File: src/rtl/alu_pkg.sv
// Shared ALU definitions: op encodings, default datapath width and the
// response-analyzer FSM state type.
package alu_pkg;

  localparam int unsigned AluDataW = 4;

  typedef enum logic [1:0] {
    OpAdd = 2'b00,
    OpSub = 2'b01,
    OpMul = 2'b10,
    OpDiv = 2'b11
  } alu_op_e;

  typedef enum logic [1:0] {
    StIdle = 2'b00,
    StRun  = 2'b01,
    StDone = 2'b10
  } ana_state_e;

endpackage

File: src/rtl/alu_misr.sv
// Multiple-input signature register compacting ALU results; the feedback
// taps implement x^4+x+1 at the default width, seeded with zero.
module alu_misr #(
  parameter int unsigned DATA_W = alu_pkg::AluDataW
) (
  input  logic              clk,
  input  logic              rst_n,
  input  logic              clr,
  input  logic              en,
  input  logic [DATA_W-1:0] c_in,
  output logic [DATA_W-1:0] sig
);

  logic [DATA_W-1:0] sig_q, sig_d;
  logic [DATA_W-1:0] rotated, feedback;

  // Rotate brings s[msb] into bit 0; the extra tap folds it into bit 1 too.
  always_comb begin
    rotated  = {sig_q[DATA_W-2:0], sig_q[DATA_W-1]};
    feedback = '0;
    feedback[1] = sig_q[DATA_W-1];
    sig_d    = rotated ^ feedback ^ c_in;
  end

  always_ff @(posedge clk) begin
    if (!rst_n) begin
      sig_q <= '0;
    end else if (clr) begin
      sig_q <= '0;
    end else if (en) begin
      sig_q <= sig_d;
    end
  end

  assign sig = sig_q;

endmodule

File: src/rtl/alu_response_analyzer.sv
// Compares ALU results against expected values over a session of beats,
// counting mismatches and compacting results into a MISR signature.
module alu_response_analyzer
  import alu_pkg::*;
#(
  parameter int unsigned DATA_W = AluDataW,
  parameter int unsigned CNT_W  = 16,
  parameter int unsigned NV_W   = 8
) (
  input  logic              clk,
  input  logic              rst_n,
  input  logic              start,
  input  logic [NV_W-1:0]   num_vectors,
  input  logic [DATA_W-1:0] golden_sig,
  input  logic              c_valid,
  input  logic [DATA_W-1:0] c_in,
  input  logic [DATA_W-1:0] exp_in,
  output logic              busy,
  output logic              done,
  output logic              fault_flag,
  output logic [CNT_W-1:0]  fault_count,
  output logic [DATA_W-1:0] signature,
  output logic              pass
);

  localparam logic [NV_W-1:0]  NvOne  = NV_W'(1);
  localparam logic [CNT_W-1:0] CntOne = CNT_W'(1);

  ana_state_e state_q, state_d;

  logic [NV_W-1:0]   beat_cnt_q, nv_q;
  logic [DATA_W-1:0] golden_q;
  logic              fault_flag_q;
  logic [CNT_W-1:0]  fault_count_q;

  logic start_acc, beat_acc, last_beat, mismatch;

  assign start_acc = start && (state_q != StRun);
  assign beat_acc  = c_valid && (state_q == StRun);
  assign last_beat = beat_acc && ((beat_cnt_q + NvOne) == nv_q);
  assign mismatch  = (c_in != exp_in);

  always_ff @(posedge clk) begin
    if (!rst_n) begin
      state_q <= StIdle;
    end else begin
      state_q <= state_d;
    end
  end

  always_comb begin
    state_d = state_q;
    unique case (state_q)
      StIdle, StDone: begin
        if (start) state_d = (num_vectors == '0) ? StDone : StRun;
      end
      StRun: begin
        if (last_beat) state_d = StDone;
      end
      default: state_d = StIdle;
    endcase
  end

  always_comb begin
    busy = (state_q == StRun);
    done = (state_q == StDone);
    pass = done && (fault_count_q == '0) && (signature == golden_q);
  end

  always_ff @(posedge clk) begin
    if (!rst_n) begin
      beat_cnt_q    <= '0;
      nv_q          <= '0;
      golden_q      <= '0;
      fault_flag_q  <= 1'b0;
      fault_count_q <= '0;
    end else if (start_acc) begin
      beat_cnt_q    <= '0;
      nv_q          <= num_vectors;
      golden_q      <= golden_sig;
      fault_flag_q  <= 1'b0;
      fault_count_q <= '0;
    end else if (beat_acc) begin
      beat_cnt_q   <= beat_cnt_q + NvOne;
      fault_flag_q <= mismatch;
      if (mismatch && (fault_count_q != '1)) begin
        fault_count_q <= fault_count_q + CntOne;
      end
    end
  end

  alu_misr #(
    .DATA_W(DATA_W)
  ) u_misr (
    .clk  (clk),
    .rst_n(rst_n),
    .clr  (start_acc),
    .en   (beat_acc),
    .c_in (c_in),
    .sig  (signature)
  );

  assign fault_flag  = fault_flag_q;
  assign fault_count = fault_count_q;

endmodule

File: config.mk
export PLATFORM = sky130hd
export DESIGN_NAME = alu_response_analyzer
export DESIGN_NICKNAME = d
export VERILOG_FILES = /design/src/rtl/alu_pkg.sv /design/src/rtl/alu_misr.sv /design/src/rtl/alu_response_analyzer.sv
export SDC_FILE = /design/constraint.sdc
export NUM_CORES = 1
export LEC_CHECK = 0
export BUFFER_PORTS_ARGS = -buffer_cell sky130_fd_sc_hd__buf_2
export CAP_MARGIN = 10
export CELL_PAD_IN_SITES_DETAIL_PLACEMENT = 1
export CELL_PAD_IN_SITES_GLOBAL_PLACEMENT = 1
export CORE_MARGIN = 8
export CORE_UTILIZATION = 45
export CTS_BUF_LIST = sky130_fd_sc_hd__clkbuf_4 sky130_fd_sc_hd__clkbuf_8
export DETAILED_ROUTE_END_ITERATION = 12
export PLACE_DENSITY = 0.9
export SETUP_SLACK_MARGIN = 0.5
export SLEW_MARGIN = 0
export SYNTH_ARGS = -nofsm -noshare
export SYNTH_HDL_FRONTEND = slang
export SYNTH_SLANG_ARGS = --single-unit
File: constraint.sdc
create_clock -name clk -period 5.5 [get_ports clk]
set_input_delay 0.825 -clock clk [delete_from_list [all_inputs] [get_ports clk]]
set_output_delay 0.825 -clock clk [all_outputs]
set_load 0.005 [all_outputs]
# Yosys cells after proc, flatten, opt, wreduce, memory -nomap -nowiden
# Cells that the tools add are included.
# Widths: inputs -> output; s select.
# word_totals
reg_bits	43
in_bits	24
word_cells	38
# classes
add_sub_neg	2
n_eq_ne	9
mux	4
bitwise_logic	3
reduce_logical	13
# op_table
operator	n
$add 16x1->16 const B	1
$logic_not 16->1	1
$ne 16x16->1 const B	1
$add 8x1->8 const B	1
$eq 8x8->1	1
$logic_not 8->1	1
$logic_and 1x1->1	6
$mux 2	3
$eq 4x4->1	1
$ne 2x1->1 const B	2
$ne 4x4->1	1
$pmux 2 s2	1
$reduce_and 2->1	2
$reduce_or 2->1	2
$xor 4x2->4	1
$xor 4x4->4	1
$eq 2x1->1 const B	1
$eq 2x2->1 const B	1
$logic_not 2->1	1
$ne 2x2->1 const B	1
$not 1->1	1

# Longest topological paths before layout
# Gate-level depths: netlist (run 1).
# logic_depth
depth_word	5
mapped_depth	7
depth_no_buf	6

# Hierarchy
# A second synthesis (run 1) with hierarchy kept.
# unflattened
hier_cells	283
hier_area_um2	2326.0
# by_module_without_submodules
mod	instances	cells_per_inst	area_per_inst_um2	seq_area_each_um2
alu_response_analyzer	1	265	2137.0	780.7
alu_misr	1	18	188.9	80.1

# Least setup slack after synthesis (run 1)
# OpenSTA, ideal clock, no wires.
# synth_path
path_type	input to register
startpoint	in exp_in[3]
endpoint	reg fault_count_q[0], in the netlist fault_count[0]
setup_ns	0.128
arrival_ns	2.142
required_ns	5.372
setup_slack_ns	3.231
path_stages	6
path_buffers	1
cell_sequence	xor2_1 o41ai_2 clkbuf_1 nor2_1 xnor2_1 nor2_1
# synth_via
elab_chain_cells	3
# synth_rtl
element	line_no	rtl
from (decl)	alu_response_analyzer.sv:17	input logic [DATA_W-1:0] exp_in,
$ne 4x4->1	alu_response_analyzer.sv:41	assign mismatch = (c_in != exp_in);
$logic_and 1x1->1	alu_response_analyzer.sv:86	if (mismatch && (fault_count_q != '1)) begin
$reduce_and 2->1 (no source line)	-	
to (signal assigned)	alu_response_analyzer.sv:87	fault_count_q <= fault_count_q + CntOne;
to (decl)	alu_response_analyzer.sv:34	logic [CNT_W-1:0] fault_count_q;
# Every way passes these cells.
# A chain may end at the register's enable or synchronous reset.

# Worst setup path in the final report (run 1)
# layout_path
startpoint	reg state_q[0]
endpoint	reg u_misr.sig_q[3], in the netlist u_misr.sig[3]
# layout_via
elab_chain_cells	3
elab_cells_between_ends	5
classes_between	eq/ne (2); reduce/logical (3)
# layout_rtl
element	line_no	rtl
from (decl)	alu_response_analyzer.sv:29	ana_state_e state_q, state_d;
from (signal assigned)	alu_response_analyzer.sv:45	state_q <= StIdle;
from (signal assigned)	alu_response_analyzer.sv:47	state_q <= state_d;
$ne 2x1->1	alu_response_analyzer.sv:38	assign start_acc = start && (state_q != StRun);
$logic_and 1x1->1	alu_response_analyzer.sv:38	
$reduce_or 2->1 (no source line)	-	
to (signal assigned)	alu_misr.sv:31	sig_q <= sig_d;
to (decl)	alu_misr.sv:14	logic [DATA_W-1:0] sig_q, sig_d;
# Several ways; a longest one is shown, not always the timed one.

==> run_results.csv, run 1 <==
group,metric,value,unit
logic_synthesis,yosys_most_used_dff,"dfxtp_1",
logic_synthesis,synth_most_common_cell,"dfxtp_1",
logic_synthesis,ys_seq_area_frac,0.379,
placement,port-buffer-count,47,
setup_path,path_class,"reg -> reg",
placement,gpl.final_weighted_congestion,0.774,
global_routing,first_global_vias,2211,
setup_path,worst-r2r-cell-count,4,
power_and_ir_drop,clkPwrFrac,0.366,
power_and_ir_drop,ir_drop,160,µV
power_and_ir_drop,pwr-share-comb,0.112,
sta,timing.slew.headroom,0.329,
routing,drc,0,
power_and_ir_drop,p_seq_frac,0.522,
sta,timing.fmax,367,MHz
sta,finalCritPeriodShare,0.495,
logic_synthesis,syn_inst,266,
setup_path,worst_ep_required_time,5680,ps
logic_synthesis,netlist_area,2270,µm²
sta,setup_viol,0,
layout,post_route_cells_drive_above_1_share,0.207,
setup_path,worstSetupStartpointType,"register",
clock_tree,post_cts.resized_instances,0,
logic_synthesis,synth_enable_flop_cells,0,
global_routing,antenna_found_initial,0,
sta,hold_violations,0,
die,die_x,87,µm
die,dieArea,7570,µm²
placement,post-dp-hpwl,4570,µm
clock_tree,cts.reportedPaths.clkPinSlew,80,ps
routing,num_vias,2132,
logic_synthesis,ys_types,42,
logic_synthesis,synth_nets,293,
placement,placed_cells_incl_taps,371,
power_and_ir_drop,cellPowerDensity,238,nW/µm²
die,start_util,0.456,
clock_tree,cts_setup_buffers,0,
setup_path,path_max_fanout,30,
power_and_ir_drop,power.static_leakage,1.04,nW
worst_hold_path,min_path_type,"reg -> reg",
routing,detail_route.wirelength,6160,µm
routing,wl_per_cell,16.3,µm
logic_synthesis,synth_top_cells_by_count,"43 x dfxtp_1, 41 x nor2_1, 26 x xnor2_1",
setup_path,r2r_setup_slack,2780,ps
global_routing,grt-ovfl-total,0,
status,result_of_the_run,"finished, final reports clean",
global_routing,grt_start_max_net_pins,31,
setup_path,critical_path.reg2reg.endpoint,"u_misr.sig[3]",
logic_synthesis,synth_largest_type_area_fraction,0.379,
setup_path,critical_path_arrival,2900,ps
clock_tree,cts_buffers,5,
layout,finalNonFillerCells,379,
setup_path,critPathCaptureType,"register",
clock_tree,clk_root_buffer_cell,"clkbuf_8",
global_routing,first_pass_grt_wire_length,10500,µm
sta,fin_max_slew_vios,0,
clock_tree,tritoncts,"built",
routing,vias_per_cell,5.63,
layout,n_fill_cell,620,
layout,nNetsFinal,335,
power_and_ir_drop,cellInternalPower,472,µW
logic_synthesis,synthTopCellsByArea,"dfxtp_1 38%, xnor2_1 10%, nor2_1 6.8%",
sta,skew,11.2,ps
routing,final_antenna_net_count,0,
sta,rsz0062_at_grt,"no",
power_and_ir_drop,power.share.switching,0.252,
die,core_area,4980,µm²
setup_path,worst_setup_path_endpoint,"u_misr.sig[3]",
die,die_y,87,µm
clock_tree,clock_sinks,43,
layout,area_growth,16.9,%
die,floorplan.rows,26,
clock_tree,cts_hold_buffers,0,
power_and_ir_drop,p_switching,159,µW
layout,antennaDiodeCount,0,
logic_synthesis,syn_avg_cell_area,8.53,µm²
routing,drtPass1Iterations,4,
setup_path,r2r-start,"state_q[0]",
setup_path,cp_startpoint,"state_q[0]",
routing,dr.first_iter.drc_count,80,
clock_tree,cts_htree_levels,2,
sta,setup_tns,0,ps
clock_tree,clock_latency,310,ps
logic_synthesis,yosys_register_bits,43,
clock_tree,cts-root-to-sink-buffers,2,
logic_synthesis,synth_warnings,0,
logic_synthesis,async_reset_ff_frac,0,
logic_synthesis,synthDominantAreaCellType,"dfxtp_1",
job,cap_viol_max_count,0,
global_routing,grt_util_all_layers,0.173,
sta,tightestPinTransition,1000,ps
die,ports,48,
sta,post_route_minimum_period,2720,ps
area by class of cell:
cell class,instances,area [µm²],area share
clock buffer,8,104,0.0392
inverter,4,15.0,0.00566
multi-input combinational,206,1340,0.506
sequential,43,861,0.325
tap,70,87.6,0.0330
timing repair buffer,48,243,0.0915
worst min-delay path by stage:
| stage | from | end | cells past startpoint |
|---|---|---|---|
| 2_1_floorplan | fault_flag | fault_flag | 2 |
| 3_3_place_gp | fault_flag | fault_flag | 2 |
| 3_5_place_dp | fault_flag | fault_flag | 2 |
| 4_1_cts | fault_flag | fault_flag | 2 |
| 5_1_grt | fault_flag | fault_flag | 2 |
| 6_report | fault_flag | fault_flag | 2 |
power groups by stage:
| stage | logic, mW | registers, mW | clock network [mW] |
|---|---|---|---|
| finish | 0.0705 | 0.330 | 0.231 |
| global placement | 0.0669 | 0.336 | 0 |
| CTS | 0.0713 | 0.330 | 0.234 |
| global route | 0.0792 | 0.331 | 0.247 |
| floorplan | 0.0475 | 0.334 | 0 |
| detailed placement | 0.0697 | 0.337 | 0 |
through the flow:
stage	area [µm²]	worst slack, ps	utilization	total power, mW	hold slack (ps)
2_1_floorplan	2270	3230	-	0.382	453
3_3_place_gp	2550	2660	0.512	0.403	455
3_5_place_dp	2550	2580	0.512	0.407	481
4_1_cts	2650	2740	0.533	0.635	492
5_1_grt	2650	2500	0.533	0.657	521
6_report	2650	2780	0.533	0.631	488
flip-flops by register name, indices dropped and copies added (netlist names):
name and flops:
nv_q 8, beat_cnt_q 8, fault_count 16, u_misr.sig 4, state_q 2, fault_flag 1, golden_q 4
critical path, cell delays in order (launching register included):
cell and delay, ps:
dfxtp_1 420, nor2b_1 230, nand2b_1 650, nand2_1 800
a211oi_1 500
layer usage:
metal / track usage / share of wire
met1: 0.203 / 0.44
met2: 0.294 / 0.50
met3: 0.0481 / 0.052
met4: 0.0548 / 0.012
met5: 0 / 0
cells in the final DEF (no fill, tap or decap), drive strengths merged, types with 4 or more instances in the layout:
master,n
nand4,8
nand2,15
buf,48
a21oi,10
xnor2,26
inv,4
nor2b,5
dfxtp,43
mux2i,14
or3,4
xor2,8
nor2,41
nor3,10
nor4,9
nand3,11
clkbuf,8
o21ai,6
nor3b,4
logic make-up after synthesis:
logic type,count (synthesis),synth area share
adders and majority gates,3,0.0165
DFF,43,0.379
and+or+nand+nor,123,0.285
muxes,15,0.0667
AOI/OAI and AO/OA,31,0.0921
buffers and inverters,17,0.0287
xor gates and xnor gates,34,0.131
No activity file was read; power rests on OpenSTA's default activity.
==> run 2, diff against run 1 <==
- CORE_UTILIZATION: 45 -> 38
- PLACE_DENSITY: 0.9 -> 0.81
- clock period: 5.5 -> 2.3 ns (I/O delays scaled with it)
==> run_results.csv, run 2 (same netlist as run 1, synthesis figures left out) <==
group,metric,value,unit
sta,skew,13.0,ps
setup_path,cpMaxStageDelayCell,"dfxtp_4",
die,core_area,5850,µm²
die,die_y,93.3,µm
layout,utilization_after_layout,0.515,
die,ports,48,
sta,finalCritPeriodShare,0.817,
sta,tightestPinTransition,435,ps
sta,fin_max_slew_vios,0,
sta,timing.slew.headroom,0.710,
global_routing,grt.met2_usage,0.281,
die,die_x,93.3,µm
clock_tree,clk_root_buffer_cell,"clkbuf_8",
routing,detail_route.wirelength,7260,µm
routing,wl_per_cell,17.9,µm
power_and_ir_drop,power.total,1.62,mW
job,cap_viol_max_count,0,
routing,final_antenna_net_count,0,
power_and_ir_drop,ir_drop,332,µV
global_routing,grt-ovfl-total,0,
global_routing,grt-busiest-layer,"met2",
placement,gpl.final_weighted_congestion,0.918,
placement,placed_area,2630,µm²
layout,post_route_cells_drive_above_1_share,0.361,
power_and_ir_drop,p_switching,412,µW
global_routing,antenna_found_initial,0,
global_routing,first_global_vias,2299,
power_and_ir_drop,power.share.switching,0.254,
clock_tree,clock_latency,310,ps
routing,dr.first_iter.drc_count,79,
global_routing,grt_util_all_layers,0.160,
clock_tree,cts_buffers,5,
global_routing,use_met1,0.184,
sta,hold_violations,0,
placement,port-buffer-count,47,
routing,num_vias,2232,
layout,area_growth,32.9,%
setup_path,critPathCaptureType,"output pin",
setup_path,worstSetupStartpointType,"register",
routing,vias_per_cell,5.51,
layout,final_cell_mix,"47 x buf_2, 41 x nor2_1, 26 x xnor2_1, 26 x dfxtp_1, 21 x buf_4",
sta,post_route_minimum_period,1880,ps
global_routing,grt_start_max_net_pins,27,
setup_path,critPathMaxStageDelay,390,ps
status,result_of_the_run,"finished, final reports clean",
die,dieArea,8700,µm²
power_and_ir_drop,clkPwrFrac,0.393,
global_routing,globalRouteMet3Util,0.0353,
power_and_ir_drop,pwr-share-comb,0.124,
routing,drc,0,
setup_path,critical_path_arrival,1530,ps
sta,timing.fmax,532,MHz
power_and_ir_drop,cellPowerDensity,538,nW/µm²
clock_tree,cts_htree_levels,2,
placement,post-dp-hpwl,4740,µm
clock_tree,tritoncts,"built",
worst_hold_path,min_path_type,"in -> reg",
layout,antennaDiodeCount,0,
sta,setup_viol,0,
layout,largest_reg_flops,16,
die,floorplan.rows,28,
setup_path,critical_path.cell_chain,"inv_4 -> ha_4 -> nor4b_4 -> nand4_1 -> nor3_2 -> buf_2",
clock_tree,clock_sinks,43,
power_and_ir_drop,p_seq_frac,0.483,
layout,fin_area,3010,µm²
sta,setup_tns,0,ps
setup_path,worst_ep_required_time,1960,ps
global_routing,first_pass_grt_wire_length,11200,µm
sta,rsz0062_at_grt,"yes",
setup_path,path_class,"reg -> out",
layout,final_common_cell,"buf_2",
power_and_ir_drop,cellInternalPower,1.21,mW
clock_tree,cts.reportedPaths.clkPinSlew,90,ps
clock_tree,cts-root-to-sink-buffers,2,
power_and_ir_drop,power.static_leakage,1.20,nW
layout,nNetsFinal,356,
die,start_util,0.388,
setup_path,path_max_fanout,4,
routing,drtPass1Iterations,4,
==> run 2: metrics by stage <==
| step | hold slack (ps) | std cells | setup WS (ps) |
|---|---|---|---|
| after floorplan | 453 | 266 | 511 |
| after global placement | 448 | 384 | 425 |
| after detailed placement | 461 | 384 | 359 |
| after CTS | 279 | 399 | 464 |
| after global routing | 276 | 405 | 371 |
| final | 278 | 405 | 421 |
==> run 2: worst paths after layout <==
kind | from | slack (ps) | to | cells after the start
setup / recovery | fault_count[1] | 420 | pass | 6
hold / removal | golden_sig[0] | 280 | golden_q[0] | 3
hold reg to reg | fault_flag | 470 | fault_flag | 2
setup reg to reg | fault_count[1] | 500 | fault_count[13] | 6
==> run 2: timing repair <==
action                     CTS  global route
pin swaps                   11             9
hold buffers                 0             0
buffers inserted             7             6
resized for setup           17            32
setup endpoints to repair    6            11
cloned                       0             0
==> run 2: layout make-up <==
type                    instances  area, µm²
flip-flops and latches         43        895
repair buffers                 69        413
fillers                       697       2840
clock buffers                   6       82.6
inverters                       4       20.0
multi-input cells             206       1480
well taps                      75       93.8
clock inverters                 2       35.0
==> run 2: critical path: cells and delay by family (launching register included) <==
family                   cells  cell delay (ps)
flip-flops                   1              390
buffers and inverters        2              210
AND/OR/NAND/NOR              3              510
adder cells (fa/ha/maj)      1              120
==> run 2: power groups by stage <==
stage	Combinational, mW	Clock, mW	Sequential [mW]
2_1_floorplan	0.114	0	0.799
6_report	0.201	0.636	0.784
3_5_place_dp	0.187	0	0.804
4_1_cts	0.193	0.648	0.785
5_1_grt	0.219	0.673	0.787
3_3_place_gp	0.181	0	0.803
==> run 2: metal layers <==
metal / vias to the layer above / share of wire / wire length, µm
li1: 1074 / - / -
met1: 1089 / 0.42 / 3080
met2: 52 / 0.50 / 3660
met3: 17 / 0.042 / 302
met4: 0 / 0.030 / 219
met5: - / 0 / 0
==> run 3, diff against run 2 <==
- CORE_UTILIZATION: 38 -> 42
- PLACE_DENSITY: 0.81 -> 0.85
- clock period: 2.3 -> 1.92 ns (I/O delays scaled with it)
==> run_results.csv, run 3 <==
group,metric,value,unit
logic_synthesis,synth_top_cells_by_count,"43 x dfxtp_1, 41 x nor2_1, 26 x xnor2_1",
logic_synthesis,synth-xor-area-share,0.131,
status,stop_error,"[ERROR DPL-0033] detailed placement checks failed during check placement.",
die,start_util,0.439,
logic_synthesis,dominant_combinational_cell_family_by_area_after_synthesis,"simple AND/OR/NAND/NOR gates",
sta,worst_path_endpoint_after_global_route_repair_timing,"pass",
die,die_x,89.5,µm
logic_synthesis,yosys-mux-area-fraction,0.0667,
logic_synthesis,synth_nets,293,
status,result_of_the_run,"stopped before the end",
logic_synthesis,ys_seq_area_frac,0.379,
logic_synthesis,syn_avg_cell_area,8.53,µm²
logic_synthesis,synth_most_common_cell,"dfxtp_1",
logic_synthesis,synth_warnings,0,
placement,gpl.final_weighted_congestion,0.881,
logic_synthesis,yosys_most_used_dff,"dfxtp_1",
die,floorplan.rows,26,
logic_synthesis,syn_inst,266,
die,die_y,89.5,µm
global_routing,antenna_found_initial,2,
placement,placed_cells_incl_taps,387,
logic_synthesis,async_reset_ff_frac,0,
logic_synthesis,yosys_register_bits,43,
sta,worst_path_end_type,"primary output",
logic_synthesis,yosys.area_share.simple,0.285,
logic_synthesis,synthTopCellsByArea,"dfxtp_1 38%, xnor2_1 10%, nor2_1 6.8%",
global_routing,grt_start_max_net_pins,31,
clock_tree,clk_root_buffer_cell,"clkbuf_8",
logic_synthesis,synth_compound_gate_area_share,0.0921,
logic_synthesis,ys_types,42,
clock_tree,cts_htree_levels,2,
logic_synthesis,synthAdderAreaFrac,0.0165,
placement,post-dp-hpwl,5210,µm
logic_synthesis,synth_largest_type_area_fraction,0.379,
clock_tree,clock_sinks,43,
die,ports,48,
logic_synthesis,netlist_area,2270,µm²
clock_tree,cts_buffers,5,
placement,dp_worst_setup_slack,-38.4,ps
clock_tree,cts-root-to-sink-buffers,2,
logic_synthesis,synthDominantAreaCellType,"dfxtp_1",
logic_synthesis,synth_enable_flop_cells,0,
status,flow.stopped_at,"global routing (5_1_grt)",
placement,port-buffer-count,47,
clock_tree,cts_hold_buffers,0,
==> run 3: cell counts after synthesis <==
Identical to the previous run, type by type.
==> run 3: metrics by stage <==
step | area [µm²] | TNS (ps)
2_1_floorplan | 2380 | 0
3_3_place_gp | 2760 | 0
3_5_place_dp | 2760 | -52.8
4_1_cts | 3350 | 0
==> run 3: timing repair <==
action	CTS
buffers inserted	27
endpoints found under the setup margin	34
pin swaps	18
cloned	1
gates resized for setup	59
==> run 3: logic make-up after synthesis <==
family | after synthesis
flops | 43
mux | 15
compound gates | 31
xor+xnor | 34
buf+inv | 17
fa+ha+maj | 3
simple gates | 123
==> run 4, diff against run 3 <==
- CELL_PAD_IN_SITES_DETAIL_PLACEMENT: 1 -> unset
- CELL_PAD_IN_SITES_GLOBAL_PLACEMENT: 1 -> unset
- CORE_UTILIZATION: 42 -> 40
- CTS_BUF_LIST: sky130_fd_sc_hd__clkbuf_4 sky130_fd_sc_hd__clkbuf_8 -> unset
- PLACE_DENSITY: 0.85 -> unset
- PLACE_DENSITY_LB_ADDON: unset -> 0.15
- SETUP_SLACK_MARGIN: 0.5 -> unset
==> run_results.csv, run 4 (same netlist as run 1, synthesis figures left out) <==
group,metric,value,unit
status,result_of_the_run,"finished, final reports clean",
power_and_ir_drop,power.static_leakage,1.22,nW
routing,final_antenna_net_count,0,
sta,rsz0062_at_grt,"yes",
sta,tightestPinTransition,399,ps
clock_tree,cts.reportedPaths.clkPinSlew,90,ps
power_and_ir_drop,cellPowerDensity,640,nW/µm²
layout,final_common_cell,"buf_2",
worst_hold_path,sink_of_the_worst_hold_path,"golden_q[0]",
layout,antennaDiodeCount,0,
routing,detail_route.wirelength,5880,µm
clock_tree,cts_buffers,5,
die,dieArea,8340,µm²
global_routing,antenna_found_initial,0,
placement,gpl.final_weighted_congestion,0.801,
die,floorplan.rows,27,
die,ports,48,
layout,nNetsFinal,367,
sta,timing.slew.headroom,0.732,
clock_tree,cts_htree_levels,2,
layout,area_growth,31.0,%
setup_path,path_class,"reg -> reg",
die,start_util,0.412,
clock_tree,tritoncts,"built",
power_and_ir_drop,ir_drop,395,µV
die,core_area,5510,µm²
placement,post-dp-hpwl,4510,µm
setup_path,r2r_setup_slack,60,ps
setup_path,worst_ep_required_time,2140,ps
setup_path,critPathCaptureType,"register",
worst_hold_path,min_from,"golden_sig[0]",
sta,hold_violations,0,
clock_tree,cts-root-to-sink-buffers,2,
layout,final_cell_mix,"47 x buf_2, 41 x nor2_1, 40 x dfxtp_1",
sta,fin_max_slew_vios,0,
sta,post_route_minimum_period,1860,ps
global_routing,grt_start_max_net_pins,16,
layout,post_route_cells_drive_above_1_share,0.317,
sta,setup_tns,0,ps
clock_tree,clk_root_buffer_cell,"clkbuf_8",
routing,drtPass1Iterations,4,
placement,port-buffer-count,47,
routing,drc,0,
clock_tree,clock_sinks,43,
global_routing,first_pass_grt_wire_length,9980,µm
global_routing,grt-ovfl-total,0,
global_routing,grt_util_all_layers,0.144,
global_routing,first_global_vias,2159,
die,die_x,91.3,µm
setup_path,critical_path.reg2reg.endpoint,"fault_count[13]",
routing,num_vias,2174,
worst_hold_path,min_delay_path_depth,3,
layout,largest_reg_flops,16,
sta,skew,9.15,ps
power_and_ir_drop,power.total,1.90,mW
job,cap_viol_max_count,0,
clock_tree,clock_latency,300,ps
setup_path,cp_startpoint,"state_q[1]",
die,die_y,91.3,µm
setup_path,critical_path_arrival,2080,ps
sta,setup_viol,0,
worst_hold_path,min_path_type,"in -> reg",
setup_path,worst-r2r-cell-count,6,
clock_tree,cts_hold_buffers,0,
layout,utilization_after_layout,0.540,
setup_path,worstSetupStartpointType,"register",
setup_path,r2r-start,"state_q[1]",
routing,dr.first_iter.drc_count,81,
setup_path,path_max_fanout,6,
routing,wl_per_cell,14.2,µm
sta,finalCritPeriodShare,0.969,
sta,timing.fmax,538,MHz
routing,vias_per_cell,5.26,
run 4: power by group:
group          internal, mW  leakage [nW]  switching [mW]
clock network         0.421        0.0612           0.310
registers             0.917         0.351          0.0215
logic                 0.115         0.813           0.117
total                  1.45          1.22           0.449
run 4: worst max-delay path, cell delays in order (launching register included):
cell and delay, ps:
dfxtp_2 330, and3b_2 240, o41ai_2 60, buf_4 140
or4_4 560, or3_1 330, a21oi_1 130
run 4: repair_timing:
item,4_1_cts,5_1_grt
gates resized for setup,2,16
setup endpoints to repair,1,4
setup buffers,0,1
pin swaps,1,11
cloned,0,0
run 4: final cells by class:
type,instances,area (µm²)
Clock inverter,2,35.0
Sequential cell,43,865
Clock buffer,6,82.6
Tap cell,72,90.1
Timing Repair Buffer,80,490
Multi-Input combinational cell,206,1390
Fill cell,542,2530
Inverter,4,20.0
run 4: how the worst max path moves through the flow:
| stage | slack [ps] | cells after the start | endpoint |
|---|---|---|---|
| after floorplan | 70 | 6 | fault_count[13] |
| after global placement | -6 | 7 | fault_count[13] |
| after detailed placement | -20 | 7 | fault_count[13] |
| after CTS | 4 | 5 | pass |
| after global routing | -10 | 6 | fault_count[11] |
| final | 60 | 6 | fault_count[13] |
run 4: through the flow:
stage | instance area [µm²] | hold WS, ps | cells | setup WS, ps
4_1_cts | 2910 | 215 | 412 | 3.73
2_1_floorplan | 2270 | 432 | 266 | 71.2
6_report | 2970 | 224 | 413 | 59.9
5_1_grt | 2970 | 213 | 413 | -10.7
3_3_place_gp | 2780 | 464 | 404 | -6.10
3_5_place_dp | 2780 | 465 | 404 | -23.0
run 4: metal layers:
layer,part of all wire,GRT usage,up-vias
li1,-,-,1092
met1,0.48,0.182,1019
met2,0.46,0.229,58
met3,0.051,0.0379,5
met4,0.011,0.0518,0
met5,0,0,-
